$ cat src/rtl/id_issue_pkg.sv
// Shared MIPS decode constants for the decode/issue stage: opcodes, funct codes,
// ALU operation/select codes and the architectural zero register.
package id_issue_pkg;

    localparam logic [5:0] OP_SPECIAL = 6'b000000;
    localparam logic [5:0] OP_ANDI    = 6'b001100;
    localparam logic [5:0] OP_ORI     = 6'b001101;
    localparam logic [5:0] OP_XORI    = 6'b001110;
    localparam logic [5:0] OP_LUI     = 6'b001111;

    localparam logic [5:0] FN_SLL = 6'b000000;
    localparam logic [5:0] FN_SRL = 6'b000010;
    localparam logic [5:0] FN_SRA = 6'b000011;
    localparam logic [5:0] FN_AND = 6'b100100;
    localparam logic [5:0] FN_OR  = 6'b100101;
    localparam logic [5:0] FN_XOR = 6'b100110;
    localparam logic [5:0] FN_NOR = 6'b100111;

    typedef enum logic [7:0] {
        ALUOP_NOP = 8'b00000000,
        ALUOP_SRL = 8'b00000010,
        ALUOP_SRA = 8'b00000011,
        ALUOP_AND = 8'b00100100,
        ALUOP_OR  = 8'b00100101,
        ALUOP_XOR = 8'b00100110,
        ALUOP_NOR = 8'b00100111,
        ALUOP_SLL = 8'b01111100
    } alu_op_e;

    typedef enum logic [2:0] {
        ALUSEL_NOP   = 3'b000,
        ALUSEL_LOGIC = 3'b001,
        ALUSEL_SHIFT = 3'b010
    } alu_sel_e;

    localparam logic [4:0]  NOP_REG_ADDR = 5'b00000;
    localparam logic [31:0] ZERO_WORD    = 32'h00000000;

endpackage

$ cat src/rtl/id_fwd_mux.sv
// Priority operand selector: register 0 reads as zero, otherwise the youngest
// writing stage with a matching destination wins over the register file.
module id_fwd_mux
    import id_issue_pkg::*;
#(
    parameter int FWD_N  = 2,
    parameter int DATA_W = 32,
    parameter int REG_AW = 5
) (
    input  logic [REG_AW-1:0]       addr,
    input  logic [DATA_W-1:0]       rf_data,
    input  logic [FWD_N-1:0]        fwd_we,
    input  logic [FWD_N*REG_AW-1:0] fwd_addr,
    input  logic [FWD_N*DATA_W-1:0] fwd_data,
    output logic [DATA_W-1:0]       data
);

    // Scan oldest to youngest so the lowest matching index is the last to write.
    always_comb begin
        data = rf_data;
        for (int i = FWD_N - 1; i >= 0; i--) begin
            if (fwd_we[i] && (fwd_addr[i*REG_AW +: REG_AW] == addr)) begin
                data = fwd_data[i*DATA_W +: DATA_W];
            end
        end
        if (addr == REG_AW'(NOP_REG_ADDR)) begin
            data = '0;
        end
    end

endmodule

$ cat src/rtl/id_issue.sv
// Decode/issue stage: decodes the logic/shift subset, forwards operands, stalls
// one cycle on load-use and holds the result in an ID/EX valid/ready register.
module id_issue
    import id_issue_pkg::*;
#(
    parameter int DATA_W = 32,
    parameter int REG_AW = 5,
    parameter int FWD_N  = 2
) (
    input  logic                    clk,
    input  logic                    rst,
    input  logic                    flush,
    input  logic                    in_valid,
    output logic                    in_ready,
    input  logic [31:0]             pc,
    input  logic [31:0]             inst,
    output logic [REG_AW-1:0]       rs_addr,
    output logic [REG_AW-1:0]       rt_addr,
    input  logic [DATA_W-1:0]       rs_data,
    input  logic [DATA_W-1:0]       rt_data,
    input  logic [FWD_N-1:0]        fwd_we,
    input  logic [FWD_N*REG_AW-1:0] fwd_addr,
    input  logic [FWD_N*DATA_W-1:0] fwd_data,
    input  logic                    ex_load,
    output logic                    out_valid,
    input  logic                    out_ready,
    output logic [31:0]             out_pc,
    output logic [7:0]              aluop,
    output logic [2:0]              alusel,
    output logic [DATA_W-1:0]       reg1,
    output logic [DATA_W-1:0]       reg2,
    output logic [REG_AW-1:0]       w_addr,
    output logic                    we,
    output logic                    illegal
);

    logic [5:0]        opcode;
    logic [5:0]        funct;
    logic [15:0]       imm;
    logic [4:0]        shamt;
    logic [REG_AW-1:0] rd_addr;

    assign opcode  = inst[31:26];
    assign funct   = inst[5:0];
    assign imm     = inst[15:0];
    assign shamt   = inst[10:6];
    assign rs_addr = REG_AW'(inst[25:21]);
    assign rt_addr = REG_AW'(inst[20:16]);
    assign rd_addr = REG_AW'(inst[15:11]);

    alu_op_e           dec_aluop;
    alu_sel_e          dec_alusel;
    logic              dec_we;
    logic              dec_illegal;
    logic [REG_AW-1:0] dec_waddr;
    logic              rs_rd;
    logic              rt_rd;
    logic [DATA_W-1:0] imm1;
    logic [DATA_W-1:0] imm2;

    // Instruction decode; imm1/imm2 supply the operand whenever a port is not read.
    always_comb begin
        dec_aluop   = ALUOP_NOP;
        dec_alusel  = ALUSEL_NOP;
        dec_we      = 1'b0;
        dec_illegal = 1'b0;
        dec_waddr   = REG_AW'(NOP_REG_ADDR);
        rs_rd       = 1'b0;
        rt_rd       = 1'b0;
        imm1        = '0;
        imm2        = '0;
        case (opcode)
            OP_ORI, OP_ANDI, OP_XORI: begin
                dec_alusel = ALUSEL_LOGIC;
                dec_we     = 1'b1;
                dec_waddr  = rt_addr;
                rs_rd      = 1'b1;
                imm2       = DATA_W'(imm);
                case (opcode)
                    OP_ANDI: dec_aluop = ALUOP_AND;
                    OP_XORI: dec_aluop = ALUOP_XOR;
                    default: dec_aluop = ALUOP_OR;
                endcase
            end
            OP_LUI: begin
                dec_aluop  = ALUOP_OR;
                dec_alusel = ALUSEL_LOGIC;
                dec_we     = 1'b1;
                dec_waddr  = rt_addr;
                imm2       = DATA_W'({imm, 16'h0000});
            end
            OP_SPECIAL: begin
                if (inst != ZERO_WORD) begin
                    case (funct)
                        FN_OR, FN_AND, FN_XOR, FN_NOR: begin
                            dec_alusel = ALUSEL_LOGIC;
                            dec_we     = 1'b1;
                            dec_waddr  = rd_addr;
                            rs_rd      = 1'b1;
                            rt_rd      = 1'b1;
                            case (funct)
                                FN_AND:  dec_aluop = ALUOP_AND;
                                FN_XOR:  dec_aluop = ALUOP_XOR;
                                FN_NOR:  dec_aluop = ALUOP_NOR;
                                default: dec_aluop = ALUOP_OR;
                            endcase
                        end
                        FN_SLL, FN_SRL, FN_SRA: begin
                            dec_alusel = ALUSEL_SHIFT;
                            dec_we     = 1'b1;
                            dec_waddr  = rd_addr;
                            rt_rd      = 1'b1;
                            imm1       = DATA_W'(shamt);
                            case (funct)
                                FN_SRL:  dec_aluop = ALUOP_SRL;
                                FN_SRA:  dec_aluop = ALUOP_SRA;
                                default: dec_aluop = ALUOP_SLL;
                            endcase
                        end
                        default: dec_illegal = 1'b1;
                    endcase
                end
            end
            default: dec_illegal = 1'b1;
        endcase
    end

    logic [DATA_W-1:0] rs_val;
    logic [DATA_W-1:0] rt_val;

    id_fwd_mux #(.FWD_N(FWD_N), .DATA_W(DATA_W), .REG_AW(REG_AW)) u_fwd_rs (
        .addr     (rs_addr),
        .rf_data  (rs_data),
        .fwd_we   (fwd_we),
        .fwd_addr (fwd_addr),
        .fwd_data (fwd_data),
        .data     (rs_val)
    );

    id_fwd_mux #(.FWD_N(FWD_N), .DATA_W(DATA_W), .REG_AW(REG_AW)) u_fwd_rt (
        .addr     (rt_addr),
        .rf_data  (rt_data),
        .fwd_we   (fwd_we),
        .fwd_addr (fwd_addr),
        .fwd_data (fwd_data),
        .data     (rt_val)
    );

    logic [DATA_W-1:0] dec_reg1;
    logic [DATA_W-1:0] dec_reg2;

    assign dec_reg1 = rs_rd ? rs_val : imm1;
    assign dec_reg2 = rt_rd ? rt_val : imm2;

    // A load in EX cannot forward yet; its result is only usable from stage 1.
    logic [REG_AW-1:0] ex_dst;
    logic              hazard;
    logic              accept;

    assign ex_dst   = fwd_addr[REG_AW-1:0];
    assign hazard   = in_valid & ex_load & fwd_we[0] & (ex_dst != '0)
                    & ((rs_rd & (ex_dst == rs_addr)) | (rt_rd & (ex_dst == rt_addr)));
    assign in_ready = ~hazard & (~out_valid | out_ready);
    assign accept   = in_valid & in_ready;

    // ID/EX register; flush only drops valid, the payload is don't-care until reloaded.
    always_ff @(posedge clk) begin
        if (rst) begin
            out_valid <= 1'b0;
            out_pc    <= '0;
            aluop     <= ALUOP_NOP;
            alusel    <= ALUSEL_NOP;
            reg1      <= '0;
            reg2      <= '0;
            w_addr    <= '0;
            we        <= 1'b0;
            illegal   <= 1'b0;
        end else if (flush) begin
            out_valid <= 1'b0;
        end else if (accept) begin
            out_valid <= 1'b1;
            out_pc    <= pc;
            aluop     <= dec_aluop;
            alusel    <= dec_alusel;
            reg1      <= dec_reg1;
            reg2      <= dec_reg2;
            w_addr    <= dec_waddr;
            we        <= dec_we;
            illegal   <= dec_illegal;
        end else if (out_ready) begin
            out_valid <= 1'b0;
        end
    end

endmodule

$ cat config.mk
export PLATFORM = sky130hd
export DESIGN_NAME = id_issue
export DESIGN_NICKNAME = d
export VERILOG_FILES = /design/src/rtl/id_issue_pkg.sv /design/src/rtl/id_fwd_mux.sv /design/src/rtl/id_issue.sv
export SDC_FILE = /design/constraint.sdc
export NUM_CORES = 1
export LEC_CHECK = 0
export BUFFER_PORTS_ARGS = -buffer_cell sky130_fd_sc_hd__buf_2
export CORE_UTILIZATION = 25
export CTS_CLUSTER_SIZE = 24
export DETAILED_ROUTE_END_ITERATION = 7
export MAX_ROUTING_LAYER = met4
export SLEW_MARGIN = 15
export SYNTH_ARGS = -nofsm -noshare
export SYNTH_HDL_FRONTEND = slang
export SYNTH_SLANG_ARGS = --single-unit
$ cat constraint.sdc
create_clock -name clk -period 1.9 [get_ports clk]
set_clock_uncertainty 0.1 [all_clocks]
set_input_delay 0 -clock clk [delete_from_list [all_inputs] [get_ports clk]]
set_output_delay 0 -clock clk [all_outputs]
set_load 0.05 [all_outputs]
==> After elaboration in Yosys (flattened, before gate mapping) <==
Cells that the tools add are included.
{ "op_classes": {"add_sub_neg": 0, "n_mul": 0, "div": 0, "order_cmp": 0, "eq_ne": 14, "n_shift": 0, "muxes": 36, "n_bitwise": 13, "reduce_logical": 18} }
{ "ops": {"columns": ["cell", "count"], "rows": [
  ["$mux W32", 8],
  ["$pmux W32 S2", 1],
  ["$reduce_bool A32 Y1", 1],
  ["$pmux W7 S2", 2],
  ["$mux W5", 5],
  ["$eq A6 B4 Y1 const B", 4],
  ["$eq A6 B6 Y1 const B", 4],
  ["$pmux W7 S3", 1],
  ["$eq A5 B5 Y1", 4],
  ["$eq A6 B2 Y1 const B", 2],
  ["$logic_not A6 Y1", 2],
  ["$pmux W2 S2", 3],
  ["$logic_not A5 Y1", 2],
  ["$pmux W5 S2", 1],
  ["$mux W1", 9],
  ["$and A1 B1 Y1", 8],
  ["$reduce_or A4 Y1", 2],
  ["$mux W7", 1],
  ["$reduce_or A7 Y1", 1],
  ["$pmux W1 S2", 3],
  ["$pmux W2 S3", 1],
  ["$reduce_or A3 Y1", 2],
  ["$reduce_bool A5 Y1", 1],
  ["$logic_and A1 B1 Y1", 4],
  ["other kinds (6)", 9]
]} }
{ "totals": {"regBits": 115, "latchBits": 0, "ramBits": 0, "mem_bits_ro": 0, "inputBits": 210, "out_inout_bits": 126, "wordCells": 90, "n_memories": 0} }

==> Depth between registers and ports, before layout <==
Gate-level depths: netlist (run 1).
{ "depth": {"depth_word": 12, "mapped_depth": 9, "depth_no_buf": 6} }

==> Modules after synthesis <==
From an unflattened synthesis (run 1), not the netlist that was laid out.
{ "unflattened": {"cells_unflattened": 979, "area_unflattened_um2": 7568.5} }
{ "modules_own_cells": {"columns": ["module", "instances", "cells_each", "area_each_um2", "seq_area_each_um2"], "rows": [
  ["id_issue", 1, 587, 5066.1, 2202.1],
  ["id_fwd_mux", 2, 196, 1251.2, 0.0]
]} }

==> Worst setup path after synthesis (run 1) <==
Ideal clock, no wire load.
{ "synth_path": {"path_type": "input -> register", "from": "in inst[18]", "to": "reg reg2[15]", "setup_time_ns": 0.091, "arrival_time_ns": 1.712, "t_required_ns": 1.709, "path_slack_ns": -0.003, "stages": 7, "path_cell_list": "xor2_1 > nor4_2 > nand3_1 > buf_2 > mux2i_1 > a211o_1 > a311oi_1"} }
{ "synth_via": {"elab_chain_len": 10, "elab_cells_between_ends": 22, "cone_classes": "2 x eq/ne; 8 x mux; 7 x bitwise; 5 x reduce/logical"} }
{ "synth_rtl": {"columns": ["item", "line", "rtl"], "rows": [
  ["start, declared", "id_issue.sv:16", "input logic [31:0] inst,"],
  ["$reduce_bool A32 Y1", "id_issue.sv:93", "if (inst != ZERO_WORD) begin"],
  ["$mux W1", "id_issue.sv:93", null],
  ["$pmux W1 S2 or $mux W1 (tied branches)", "id_issue.sv:72", "case (opcode)"],
  ["$and A1 B1 Y1", "id_issue.sv:162", "& ((rs_rd & (ex_dst == rs_addr)) | (rt_rd & (ex_dst == rt_addr)));"],
  ["$or A1 B1 Y1", "id_issue.sv:162", null],
  ["$and A1 B1 Y1", "id_issue.sv:162", null],
  ["$not A1 Y1", "id_issue.sv:163", "assign in_ready = ~hazard & (~out_valid | out_ready);"],
  ["$and A1 B1 Y1", "id_issue.sv:163", null],
  ["$and A1 B1 Y1", "id_issue.sv:164", "assign accept = in_valid & in_ready;"],
  ["$reduce_and A2 Y1 (no source line)", null, null],
  ["end signal, assigned", "id_issue.sv:186", "reg2 <= dec_reg2;"],
  ["end, declared", "id_issue.sv:31", "output logic [DATA_W-1:0] reg2,"]
]} }
Parallel ways exist; a longest one is shown, timed or not.
A chain may end at the register's enable or synchronous reset.

==> Final worst setup path (run 1) <==
{ "layout_path": {"from": "in inst[24]", "to": "reg reg1[25]"} }
{ "layout_via": {"elab_chain_len": 10, "elab_cells_between_ends": 22, "cone_classes": "2 x eq/ne; 8 x mux; 7 x bitwise; 5 x reduce/logical"} }
{ "layout_rtl": {"columns": ["item", "line", "rtl"], "rows": [
  ["$reduce_bool A32 Y1", "id_issue.sv:93", null],
  ["$mux W1", "id_issue.sv:93", null],
  ["$pmux W1 S2 or $mux W1 (tied branches)", "id_issue.sv:72", null],
  ["$and A1 B1 Y1", "id_issue.sv:162", null],
  ["$or A1 B1 Y1", "id_issue.sv:162", null],
  ["$and A1 B1 Y1", "id_issue.sv:162", null],
  ["$not A1 Y1", "id_issue.sv:163", null],
  ["$and A1 B1 Y1", "id_issue.sv:163", null],
  ["$and A1 B1 Y1", "id_issue.sv:164", null],
  ["$reduce_and A2 Y1 (no source line)", null, null],
  ["end signal, assigned", "id_issue.sv:185", "reg1 <= dec_reg1;"],
  ["end, declared", "id_issue.sv:30", "output logic [DATA_W-1:0] reg1,"]
]} }
Parallel ways exist; a longest one is shown, timed or not.

==> results of run 1 <==
-- timing repair --
item,4_1_cts,5_1_grt
resized for setup,8,27
buffers inserted,2,2
hold endpoints to repair,93,3
endpoints found under the setup margin,1,105
pin swaps,1,15
cloned,0,3
hold buffers,119,1
-- critical path: stages --
cell	delay, ns
sky130_fd_sc_hd__buf_8	0.11
sky130_fd_sc_hd__nor4_4	0.29
sky130_fd_sc_hd__buf_4	0.16
sky130_fd_sc_hd__nand4_1	0.14
sky130_fd_sc_hd__or3_4	0.41
sky130_fd_sc_hd__buf_6	0.13
sky130_fd_sc_hd__nand3_4	0.07
sky130_fd_sc_hd__buf_12	0.14
sky130_fd_sc_hd__and4_4	0.30
sky130_fd_sc_hd__clkbuf_16	0.19
sky130_fd_sc_hd__a32o_1	0.13
-- cells in the final DEF (no fill, tap or decap), types with 5 or more instances in the layout --
| master | count |
|---|---|
| sky130_fd_sc_hd__xor2_1 | 5 |
| sky130_fd_sc_hd__buf_4 | 86 |
| sky130_fd_sc_hd__o21ai_1 | 29 |
| sky130_fd_sc_hd__buf_8 | 5 |
| sky130_fd_sc_hd__nand2b_1 | 8 |
| sky130_fd_sc_hd__diode_2 | 5 |
| sky130_fd_sc_hd__a311o_1 | 5 |
| sky130_fd_sc_hd__o21ai_0 | 43 |
| sky130_fd_sc_hd__nand3_1 | 45 |
| sky130_fd_sc_hd__a211o_1 | 27 |
| sky130_fd_sc_hd__mux2i_1 | 54 |
| sky130_fd_sc_hd__buf_2 | 329 |
| sky130_fd_sc_hd__clkbuf_16 | 11 |
| sky130_fd_sc_hd__dfxtp_1 | 110 |
| sky130_fd_sc_hd__xnor2_1 | 15 |
| sky130_fd_sc_hd__a311oi_1 | 42 |
| sky130_fd_sc_hd__nand4_1 | 8 |
| sky130_fd_sc_hd__dlygate4sd3_1 | 120 |
| sky130_fd_sc_hd__o211ai_1 | 6 |
| sky130_fd_sc_hd__nor3_1 | 7 |
| sky130_fd_sc_hd__nor2_1 | 44 |
| sky130_fd_sc_hd__a211oi_1 | 5 |
| sky130_fd_sc_hd__buf_12 | 16 |
| sky130_fd_sc_hd__a21oi_1 | 85 |
| sky130_fd_sc_hd__nand2_1 | 85 |
| sky130_fd_sc_hd__a32o_1 | 27 |
| sky130_fd_sc_hd__buf_6 | 7 |
-- area by class of cell --
cell class                      instances  area, sq um  area share
Antenna cell                            5         12.5     0.00117
Clock buffer                           10          229      0.0214
Clock inverter                          6         51.3     0.00479
Inverter                                1         3.75    0.000350
Multi-Input combinational cell        580         3790       0.354
Sequential cell                       110         2200       0.206
Tap cell                              324          405      0.0378
Timing Repair Buffer                  565         4020       0.375
-- stage by stage --
stage | instance area [sq um] | std cells | setup WS [ns]
after floorplan | 6310 | 780 | -0.00256
after global placement | 8970 | 1453 | -0.326
after detailed placement | 8970 | 1453 | -0.337
after CTS | 10500 | 1590 | 0.00685
after global routing | 10700 | 1601 | -0.0446
final | 10700 | 1601 | 0.0380
-- per-layer routing --
layer / up-vias / track usage
met5: - / -
met4: 0 / 0.0836
met3: 59 / 0.0387
met2: 364 / 0.367
met1: 3859 / 0.291
li1: 3887 / -
-- synth_stat cells (all sizes together) --
cell type,count
and2,1
clkbuf,39
clkinv,1
o21ai,72
and4bb,1
nand3,47
and4,1
nor3,9
a32o,27
or4,1
or3,1
a21oi,87
nand4bb,1
nor4b,1
buf,50
o211ai,6
a311o,5
xor2,5
nand3b,1
o31ai,1
a311oi,42
nor4,4
and3,4
nor3b,1
a211o,27
nor4bb,1
a31o,2
conb,1
a21boi,2
o22ai,1
mux2i,54
xnor2,15
nor2,48
or2,1
nand2,86
nand2b,8
a211oi,5
a31oi,2
nand4,8
dfxtp,110
-- worst min-delay path by stage --
stage                                  end  slack [ns]  cells past startpoint
floorplan           out_valid$_SDFFE_PP0P_       -0.02                      1
global placement    out_valid$_SDFFE_PP0P_        0.08                      2
detailed placement  out_valid$_SDFFE_PP0P_        0.08                      2
CTS                   reg2[4]$_SDFFE_PP0P_      0.0003                      4
global route         reg2[31]$_SDFFE_PP0P_        0.03                      4
finish                reg1[4]$_SDFFE_PP0P_        0.02                      4
-- power by group --
group | leakage [nW] | internal (mW) | switching [mW]
registers | 0.898 | 2.40 | 0.0502
clock network | 0.139 | 0.916 | 0.967
logic | 3.64 | 0.715 | 1.02
total | 4.67 | 4.03 | 2.03
-- flip-flops by register name, summed over array words and instances (netlist names) --
register / flops
illegal: 1
aluop: 4
w_addr: 5
out_pc: 32
reg1: 32
we: 1
alusel: 2
out_valid: 1
reg2: 32
-- kinds of logic (layout without fill, tap and decap cells) --
family	after synthesis	in the layout
compound gates	279	279
xor+xnor	20	20
buf+inv	90	582
flops	110	110
mux	54	54
other cells	1	7
simple gates	225	225
==> run summary, run 1 <==
The multiplexer fraction of the synthesized cell area works out to 0.0858. The post-synthesis share of cell area spent on full adders, half adders and majority gates came out at 0. The clock sink count was 110. In the synthesized netlist, the number of instances is 779. The filler cells instantiated in the layout total 2,484. The count of port buffers added during placement was 333; the share of post-route cells with drive strength above 1 was 0.383.

The total wire length after detailed routing came out at 30,300 um. Wire segments on met3 add up to 1830 um in the final route. For the row count, the log shows 57. The first global-routing pass estimated 44,600 um of wire.

For the all-layer global routing usage, the log shows 0.230. The floorplan step defined a die boundary enclosing 0.0258 sq mm. The worst setup path is captured at a register. The effective utilization at floorplan was 0.257. On the final layout, the worst hold slack is 0.0176 ns. IR analysis of the VDD net gives a maximum drop of 0.000479 V.

The cell area that synthesis handed to floorplanning was 0.00630 sq mm. The first detailed-routing pass ran for 5 iterations. The tools report the data required time at the worst endpoint as 2.10 ns. The congestion estimate from routability-driven global placement came to 0.880. For this design the top-level I/O count stands at 336.

After layout, the minimum clock period comes to 1.86 ns. The tools report the post-detailed-route DRC marker count as 0. The starting DRC count in detailed routing came out at 599.

In this run the clock root is driven by a sky130_fd_sc_hd__clkbuf_16. The register clock-pin slew on the reported worst setup and hold paths works out to 0.09 ns. After detailed routing, the met2 layer carries 14,000 um of wire.

For the pin with the worst max-slew slack, the measured transition is 0.594 ns. Area share of xor/xnor cells in the synthesized design: 0.0278. The fraction of the cycle the final worst path needs works out to 0.980. Setup violations remaining at the end of the flow were counted as 0. The width of the chip was 161 um; the die height was 161 um.

The run gives 3 as the number of H-tree branching levels. The sequential cell area fraction in the yosys report is 0.349. The setup check on the worst reg-to-reg path leaves a slack of 0.09 ns.

For the number of hold violations in the final report, the log shows 0. At the worst endpoint, the arrival time is 2.06 ns. The routed length on met1 is 13,500 um, and the total negative slack is 0 ns. The Yosys warning count was 0.

By area, the combinational part of the netlist is dominated by compound AO/OA/AOI/OAI gates. Detailed routing inserted a total of 8,169 vias. After detailed routing, the number of vias per cell comes to 5.10.

The tools report the post-route core utilization as 0.437. Synthesis inferred 110 register bits. The run gives 537 MHz as the highest clock frequency the design can meet. The tools report the critical register-to-register path startpoint as out_valid$_SDFFE_PP0P_. The via count of the first global-routing pass was 7,846. The type of the worst setup path is in -> reg.

Path class of the lowest-slack min-delay path: in -> reg. The analysis attributes to cell leakage a power of 4.67 nW. After layout, the design draws a total of 6.07 mW. The run finished with clean final reports. Following the worst setup path forward leads to its endpoint at reg1[25]$_SDFFE_PP0P_. For the worst flop-to-flop path, the logic depth is 7. In the final design database the tool counted 1,477 nets. Dividing total power by cell area gives a power density of 566 mW/mm^2. The number of nets with antenna violations after detailed routing is 0. The area growth from synthesis to layout is 70.0%. The number of antenna violations at the first check in global routing is 5, and the maximum number of buffers from clock root to sink is 2. In this run the worst path has a maximum fanout of 7. Yosys attributes the largest share of cell area to sky130_fd_sc_hd__dfxtp_1, sky130_fd_sc_hd__mux2i_1, sky130_fd_sc_hd__a21oi_1. The placeable core region was 0.0245 sq mm. Clock latency on the worst-skew pair, taken at its later pin, is 0.34 ns.

The post-synthesis share of cell area spent on and, or, nand and nor gates is 0.169, and the mean post-synth cell area is 8.09 sq um. Detailed placement ended at an HPWL of 21,700 um. For this run the aggregate overflow at the end of global routing stands at 0. Entering global routing, the biggest net connects 84 pins.

The routed wirelength normalized by instance count came out at 18.9 um. In this run the worst setup path begins at inst[24]. Distinct cell type count after synthesis: 49. Setup repair after global routing could not meet its margin everywhere. The number of slew-limit violations in the final report is 0. TritonCTS built the clock tree.

The synthesized design spends more area on one cell type than any other, namely sky130_fd_sc_hd__dfxtp_1. The synthesized-area fraction occupied by ao, oa, aoi and oai cells came out at 0.297. In this run the most critical hold path is launched from fwd_data[4].

STA classifies the critical path startpoint as an input port. The worst register-to-register path ends at reg1[13]$_SDFFE_PP0P_. The fraction of post-synthesis cell area in the top cell type by area is 0.349. The highest metal layer carrying signal wires in the routed design is met4. In this run, CTS created clock tree buffers numbering 9. For the relative slew slack, the log shows 0.603. Across the run, the number of max-cap violations was 0.
(Power assumes the default switching activity.)
==> run 2, diff against run 1 <==
--- a/config.mk
+++ b/config.mk
@@ -8,3 +8,4 @@
 export BUFFER_PORTS_ARGS = -buffer_cell sky130_fd_sc_hd__buf_2
-export CORE_UTILIZATION = 25
+export CORE_MARGIN = 8
+export CORE_UTILIZATION = 41
 export CTS_CLUSTER_SIZE = 24
@@ -12,2 +13,3 @@
 export MAX_ROUTING_LAYER = met4
+export PLACE_DENSITY = 0.77
 export SLEW_MARGIN = 15
--- a/constraint.sdc
+++ b/constraint.sdc
@@ -4,2 +4,2 @@
 set_output_delay 0 -clock clk [all_outputs]
-set_load 0.05 [all_outputs]
+set_load 0.005 [all_outputs]
==> run summary, run 2 (synthesized netlist as in run 1, its figures left out) <==
The flow ran to the end, and the final reports show no timing, DRC or antenna violations. The tools report the placed wire-length estimate after detailed placement as 21,200 um (-2.1%). The run gives 0 (unchanged) as the overall overflow remaining after global route. The post-detailed-route DRC marker count is 0 (unchanged). The tightest min-delay check is of the in -> reg type. The clock sink count was 110 (unchanged); the worst supply voltage drop on vdd was 0.000426 V (-11%). Slowest library cell on the worst path: sky130_fd_sc_hd__dlygate4sd3_1. The clock latency on the worst-skew pair was 0.35 ns (about the same). Length of the first detailed-routing pass in iterations: 5 (unchanged). In the layout the commonest cells are sky130_fd_sc_hd__buf_2, sky130_fd_sc_hd__dlygate4sd3_1, sky130_fd_sc_hd__dfxtp_1, sky130_fd_sc_hd__a21oi_1, sky130_fd_sc_hd__nand2_1. The share of post-route cells with drive strength above 1 was 0.369 (-0.0138); the register clock-pin slew on the reported worst setup and hold paths was 0.08 ns (about the same). The maximum number of pins on one net before global-route repair was 84 (unchanged); the total wire length after detailed routing was 31,300 um (+3.4%).

Compared with the post-synthesis result, the final layout area differs by 63.0%. The count of port buffers added during placement works out to 333 (unchanged). The post-detailed-route via-to-cell ratio came out at 5.97 (+17%). The I/O pin total came out at 336 (unchanged). The highest cell delay on the worst timing path works out to 0.54 ns (+0.13 ns). The commonest non-fill, non-tap cell in the layout was sky130_fd_sc_hd__buf_2. TritonCTS built the clock tree. The fraction of the cycle the final worst path needs works out to 0.987 (+0.00720). The gate family responsible for the most delay along the worst path is buffers and inverters. The via count of the first global-routing pass was 8,851 (+13%). The tools report the critical path capture point type as a register. The placer's final routability congestion estimate is 0.915 (+4.0%), and the post-layout net count is 1,454 (-1.6%).

The number of buffers and inverters on the critical path works out to 4 (-1). The die height came out at 140 um (-13%). The highest clock frequency the design can meet is 533 MHz (-0.73%). The worst-path maximum fanout was 15 (+8); the effective utilization at floorplan was 0.418 (+0.161). Clock period minus final worst setup slack: 1.88 ns (+0.0137 ns). For the number of slew-limit violations in the final report, the log shows 0 (unchanged). Number of hold violations in the final report: 0 (unchanged). The logs give 2 (unchanged) for the maximum number of buffers from clock root to sink and 0.620 (+0.0172) for the relative slew slack. Type of element launching the critical path: an input port.

The run gives 8,610 (+5.4%) as the total vias in the final route. The die outline area was 0.0196 sq mm (-24%); the first-pass GRT wire length was 48,000 um (+7.6%). The row count was 45 (-21%); the starting DRC count in detailed routing was 910 (+52%). The tools report the placeable core region as 0.0151 sq mm (-38%). For the number of H-tree branching levels, the log shows 3 (unchanged). The power density of the placed cells came out at 577 mW/mm^2 (+1.9%).

The run gives 0.681 (+0.244) as the post-route core utilization. The signal on the critical path passes through dlygate4sd3_1, buf_2, nand2b_1, nand3b_1, a31oi_4, buf_12, buf_4, a21oi_1, a311oi_2. The width of the chip works out to 140 um (-13%). The largest registers in the layout are out_pc x32, reg1 x32, reg2 x32. The tools report the arrival time of data at the critical path endpoint as 2.03 ns (-0.03 ns). The all-layer global routing usage was 0.317 (+0.0868); the overall power after layout was 5.93 mW (-2.3%). Setup repair after global routing could not meet its margin everywhere. The root buffer cell chosen for the clock tree is sky130_fd_sc_hd__clkbuf_16. The type of the worst setup path is in -> reg. Routed wirelength normalized by instance count: 21.7 um (+15%). The run gives 0 (unchanged) as the total of max-cap violations. The transition time at the pin with the least slew margin is 0.568 ns (-0.0257 ns), and the fill cell total of the finished layout is 1,182 (-52%). The tools report the total setup violations reported at the end of the flow as 0 (unchanged).

The total clock buffers created by CTS came out at 9 (unchanged). The data required time at the worst endpoint is 2.06 ns (-0.04 ns), and the number of antenna violations at the first check in global routing is 6 (+1). The logs give 0 (unchanged) for the number of nets with antenna violations after detailed routing and 4.53 nW (-3.0%) for the reported leakage power.
[run 2: cell types whose count changed in the layout (fill, tap and decap cells not counted), sizes merged]
cell         delta
buf            -22
clkbuf          -3
bufinv          +2
clkinv          -2
clkinvlp        +1
diode           +1
dlygate4sd3     +1
[run 2: path summary, 6_finish.rpt]
kind                            cells after the start  slack (ns)                      end                    start
worst max-delay path                                9        0.02    reg2[11]$_SDFFE_PP0P_                out_ready
worst max register to register                      7        0.03    reg2[11]$_SDFFE_PP0P_   out_valid$_SDFFE_PP0P_
worst min register to register                      2        0.38  out_pc[24]$_SDFFE_PP0P_  out_pc[24]$_SDFFE_PP0P_
worst min-delay path                                4        0.01    reg1[26]$_SDFFE_PP0P_             fwd_data[58]
[run 2: timing repair]
item / in CTS / in global routing
hold endpoints to repair: 101 / 0
hold buffers: 121 / 0
resized for setup: 2 / 6
setup endpoints to repair: 2 / 4
pin swaps: 1 / 0
setup buffers: 1 / 0
[run 2: final cells by class]
class / count / area (sq um) / area share
multi-input combinational: 580 / 3760 / 0.366
timing repair buffer: 542 / 3730 / 0.363
sequential: 110 / 2200 / 0.214
tap: 188 / 235 / 0.0229
clock buffer: 9 / 225 / 0.0219
clock inverter: 7 / 104 / 0.0101
antenna: 6 / 15.0 / 0.00146
inverter: 1 / 3.75 / 0.000365
[run 2: through the flow]
step	instances	area, sq um	setup slack [ns]	hold slack [ns]	setup TNS (ns)
global placement	1299	8650	-0.421	0.0860	-32.23
CTS	1437	10200	0.0382	0.0000859	0
global route	1443	10300	-0.00374	0.0181	-0.00374
detailed placement	1299	8650	-0.358	0.0829	-26.59
floorplan	780	6310	-0.00256	-0.0215	-0.0511
finish	1443	10300	0.0243	0.0117	0
[run 2: worst min-delay path, stage by stage]
cell	delay, ns
sky130_fd_sc_hd__buf_2	0.09
sky130_fd_sc_hd__mux2i_1	0.06
sky130_fd_sc_hd__o21ai_0	0.17
sky130_fd_sc_hd__a32o_1	0.12
[run 2: routing by layer]
layer | routed length (um) | global-route usage | part of all wire
met5 | 0 | - | 0
met1 | 11800 | 0.362 | 0.38
met2 | 14500 | 0.497 | 0.46
met4 | 2320 | 0.207 | 0.074
met3 | 2740 | 0.0693 | 0.087
[run 2: report_power, final]
part           switching [mW]  total, mW  internal [mW]  leakage [nW]
clock network           0.951       2.13           1.18         0.160
logic                   0.656       1.34          0.686          3.47
registers              0.0518       2.45           2.40         0.898
==> run 3, diff against run 2 <==
- BUFFER_PORTS_ARGS: -buffer_cell sky130_fd_sc_hd__buf_2 -> -buffer_cell sky130_fd_sc_hd__buf_4
==> run summary, run 3 (synthesized netlist as in run 1, its figures left out) <==
The flow ran to the end, and the final reports show no timing, DRC or antenna violations. The run gives 0.000429 V (+0.70%) as the worst supply voltage drop on vdd. The slowest library cell on the worst path was sky130_fd_sc_hd__or3_4. The highest cell delay on the worst timing path is 0.36 ns (-0.18 ns), and the all-layer global routing usage is 0.302 (-0.0145). The number of antenna violations at the first check in global routing was 6 (unchanged); the highest clock frequency the design can meet was 539 MHz (+1.1%).

Non-filler instance count after layout: 1,428 (-1.0%). The tools report the starting DRC count in detailed routing as 878 (-3.5%). The number of buffers and inverters on the critical path came out at 5 (+1).

The gate family responsible for the most delay along the worst path was simple AND/OR/NAND/NOR gates. The maximum number of pins on one net before global-route repair was 65 (-23%); the number of nets with antenna violations after detailed routing was 0 (unchanged). Post-layout net count: 1,438 (-1.1%). The fraction of power consumed by sequential logic came out at 0.416 (+0.002). The combinational group share of total power was 0.252 (+0.025). Data required time at the worst endpoint: 1.80 ns (-0.26 ns).

The worst setup path is captured at an output port. The proportion of total power due to net switching was 0.275 (-0.00482); the total of max-cap violations was 0 (unchanged). For the overall power after layout, the log shows 5.90 mW (-0.47%). The count of port buffers added during placement was 333 (unchanged); the placement-stage worst setup slack was -0.409 ns (-0.0510 ns). For the first-pass GRT wire length, the log shows 45,800 um (-4.7%). The number of H-tree branching levels came out at 3 (unchanged). The library cell used most frequently in the layout, excluding fill and tap cells, is sky130_fd_sc_hd__buf_4. The worst setup path is of the in -> out kind.

The run gives 8,290 (-3.7%) as the total vias in the final route. The post-detailed-route via-to-cell ratio is 5.81 (-2.7%). The power density of the placed cells is 537 mW/mm^2 (-6.8%), and the clock latency on the worst-skew pair is 0.35 ns (about the same). The placeable core region came out at 0.0151 sq mm (unchanged). The run gives 0.331 (-0.028) as the power share of the clock group. In the final layout, the registers with the most flip-flops are out_pc x32, reg1 x32, reg2 x32. Setup repair after global routing left no endpoint under its margin. Walking the worst path, the cells encountered are buf_4, nor4_4, buf_4, nand4_1, or3_4, buf_4, nand3_4, buf_12, and3_1, buf_4.

Type of element launching the critical path: an input port. For the effective utilization at floorplan, the log shows 0.418 (unchanged). The relative area change from synthesis to final layout was 74.1%.

For the clock sink count, the log shows 110 (unchanged). The placer's final routability congestion estimate was 0.934 (+2.1%). The run gives 0 (unchanged) as the number of slew-limit violations in the final report.

Counting stages on the worst path, the most repeated cell is sky130_fd_sc_hd__buf_4. Fraction of the cycle the final worst path needs: 0.976 (-0.0109). The I/O pin total was 336 (unchanged). The path class of the lowest-slack min-delay path is in -> reg. The run gives 0 (unchanged) as the overall overflow remaining after global route.

The root buffer cell was sky130_fd_sc_hd__clkbuf_16. The tools report the die outline area as 0.0196 sq mm (unchanged). The logs give 0.0450 ns (+0.0208 ns) for the setup slack of the critical path after layout and 2 (unchanged) for the maximum number of buffers from clock root to sink. The top cell types in the final layout, fill and taps aside, are sky130_fd_sc_hd__buf_4, sky130_fd_sc_hd__dlygate4sd3_1, sky130_fd_sc_hd__dfxtp_1, sky130_fd_sc_hd__a21oi_1, sky130_fd_sc_hd__nand2_1.

The logs give 4.66 nW (+2.9%) for the reported leakage power and 9 (unchanged) for the total clock buffers created by CTS. For the length of the first detailed-routing pass in iterations, the log shows 7 (+2). The width of the chip was 140 um (unchanged); the final standard cell area without fillers was 0.0110 sq mm (+6.8%). The row count is 45 (unchanged), and the instance area at placement is 0.00944 sq mm (+9.2%). Total setup violations reported at the end of the flow: 0 (unchanged). The switching power of the nets was 1.62 mW (-2.2%). The arrival time of data at the critical path endpoint came out at 1.75 ns (-0.28 ns). The via count of the first global-routing pass was 8,266 (-6.6%); the routed wirelength normalized by instance count was 21.4 um (-1.4%). TritonCTS built the clock tree. Register clock-pin slew on the reported worst setup and hold paths: 0.08 ns (about the same). The share of post-route cells with drive strength above 1 is 0.363 (-0.00575), and the total wire length after detailed routing is 30,500 um (-2.4%). The run gives 4.28 mW (+0.20%) as the internal power consumption. Worst-path maximum fanout: 10 (-5).

The number of hold violations in the final report was 0 (unchanged); the total placed cells including tap cells was 1,289 (-0.77%). The post-detailed-route DRC marker count is 0 (unchanged). The placed wire-length estimate after detailed placement is 21,600 um (+2.1%). Post-route core utilization: 0.727 (+0.0465). Die height: 140 um (unchanged). The clock period minus final worst setup slack came out at 1.85 ns (-0.0208 ns).
run 3: cell count changes in the layout (fill, tap and decap cells not counted), moves of 2 or more:
cell and delta:
sky130_fd_sc_hd__buf_2 -332, sky130_fd_sc_hd__buf_4 +317, sky130_fd_sc_hd__dlygate4sd3_1 -7, sky130_fd_sc_hd__buf_12 +3, sky130_fd_sc_hd__and3_1 +2, sky130_fd_sc_hd__buf_6 +2, sky130_fd_sc_hd__clkinv_2 +2, sky130_fd_sc_hd__inv_8 -2
sky130_fd_sc_hd__nor4_1 +2, sky130_fd_sc_hd__nor4_2 -2
run 3: worst paths after layout:
path                                              start                 endpoint  slack, ns  cells after the start
worst max-delay path                           inst[15]                 in_ready       0.05                     10
worst min-delay path                       fwd_data[60]    reg1[28]$_SDFFE_PP0P_      0.004                      4
worst max register to register   out_valid$_SDFFE_PP0P_    reg2[18]$_SDFFE_PP0P_       0.11                      7
worst min register to register  out_pc[24]$_SDFFE_PP0P_  out_pc[24]$_SDFFE_PP0P_       0.38                      2
run 3: power groups by stage:
stage          Sequential [mW]  Combinational [mW]  Clock, mW
6_report                  2.46                1.49       1.95
2_1_floorplan             2.51               0.444          0
5_1_grt                   2.47                1.58       2.05
3_5_place_dp              2.51                1.25          0
3_3_place_gp              2.51                1.24          0
4_1_cts                   2.45                1.45       1.95
run 3: area by class of cell:
cell class | count | area (sq um)
inverter | 1 | 3.75
timing repair buffer | 526 | 4480
clock buffer | 9 | 225
clock inverter | 7 | 70.1
antenna | 7 | 17.5
sequential | 110 | 2200
tap | 188 | 235
multi-input combinational | 580 | 3730
fill | 1078 | 4120
run 3: stage by stage:
step / TNS [ns] / hold WS, ns
6_report: 0 / 0.00442
2_1_floorplan: -0.0511 / -0.0215
5_1_grt: 0 / 0.0161
3_3_place_gp: -26.77 / 0.0783
3_5_place_dp: -38.28 / 0.0799
4_1_cts: 0 / 0.000548
run 3: worst register-to-register path, stage by stage (launching register included):
cell,delay (ns)
sky130_fd_sc_hd__dfxtp_1,0.32
sky130_fd_sc_hd__nand2b_1,0.12
sky130_fd_sc_hd__nand3b_1,0.16
sky130_fd_sc_hd__a31oi_4,0.31
sky130_fd_sc_hd__buf_12,0.17
sky130_fd_sc_hd__buf_4,0.16
sky130_fd_sc_hd__a21oi_1,0.09
sky130_fd_sc_hd__a311oi_1,0.27
run 3: repair_timing:
item / in CTS / in global routing
endpoints found under the hold margin: 98 / 0
gates resized for setup: 2 / 5
pin swaps: 1 / 3
hold buffers: 114 / 0
setup buffers: 1 / 0
gates cloned: 0 / 1
endpoints found under the setup margin: 48 / 35
run 3: per-layer routing:
metal / global-route usage / part of all wire / vias up
met5: - / 0 / -
met4: 0.175 / 0.059 / 0
met3: 0.0680 / 0.083 / 127
met2: 0.473 / 0.47 / 517
met1: 0.353 / 0.39 / 3850
li1: - / - / 3796
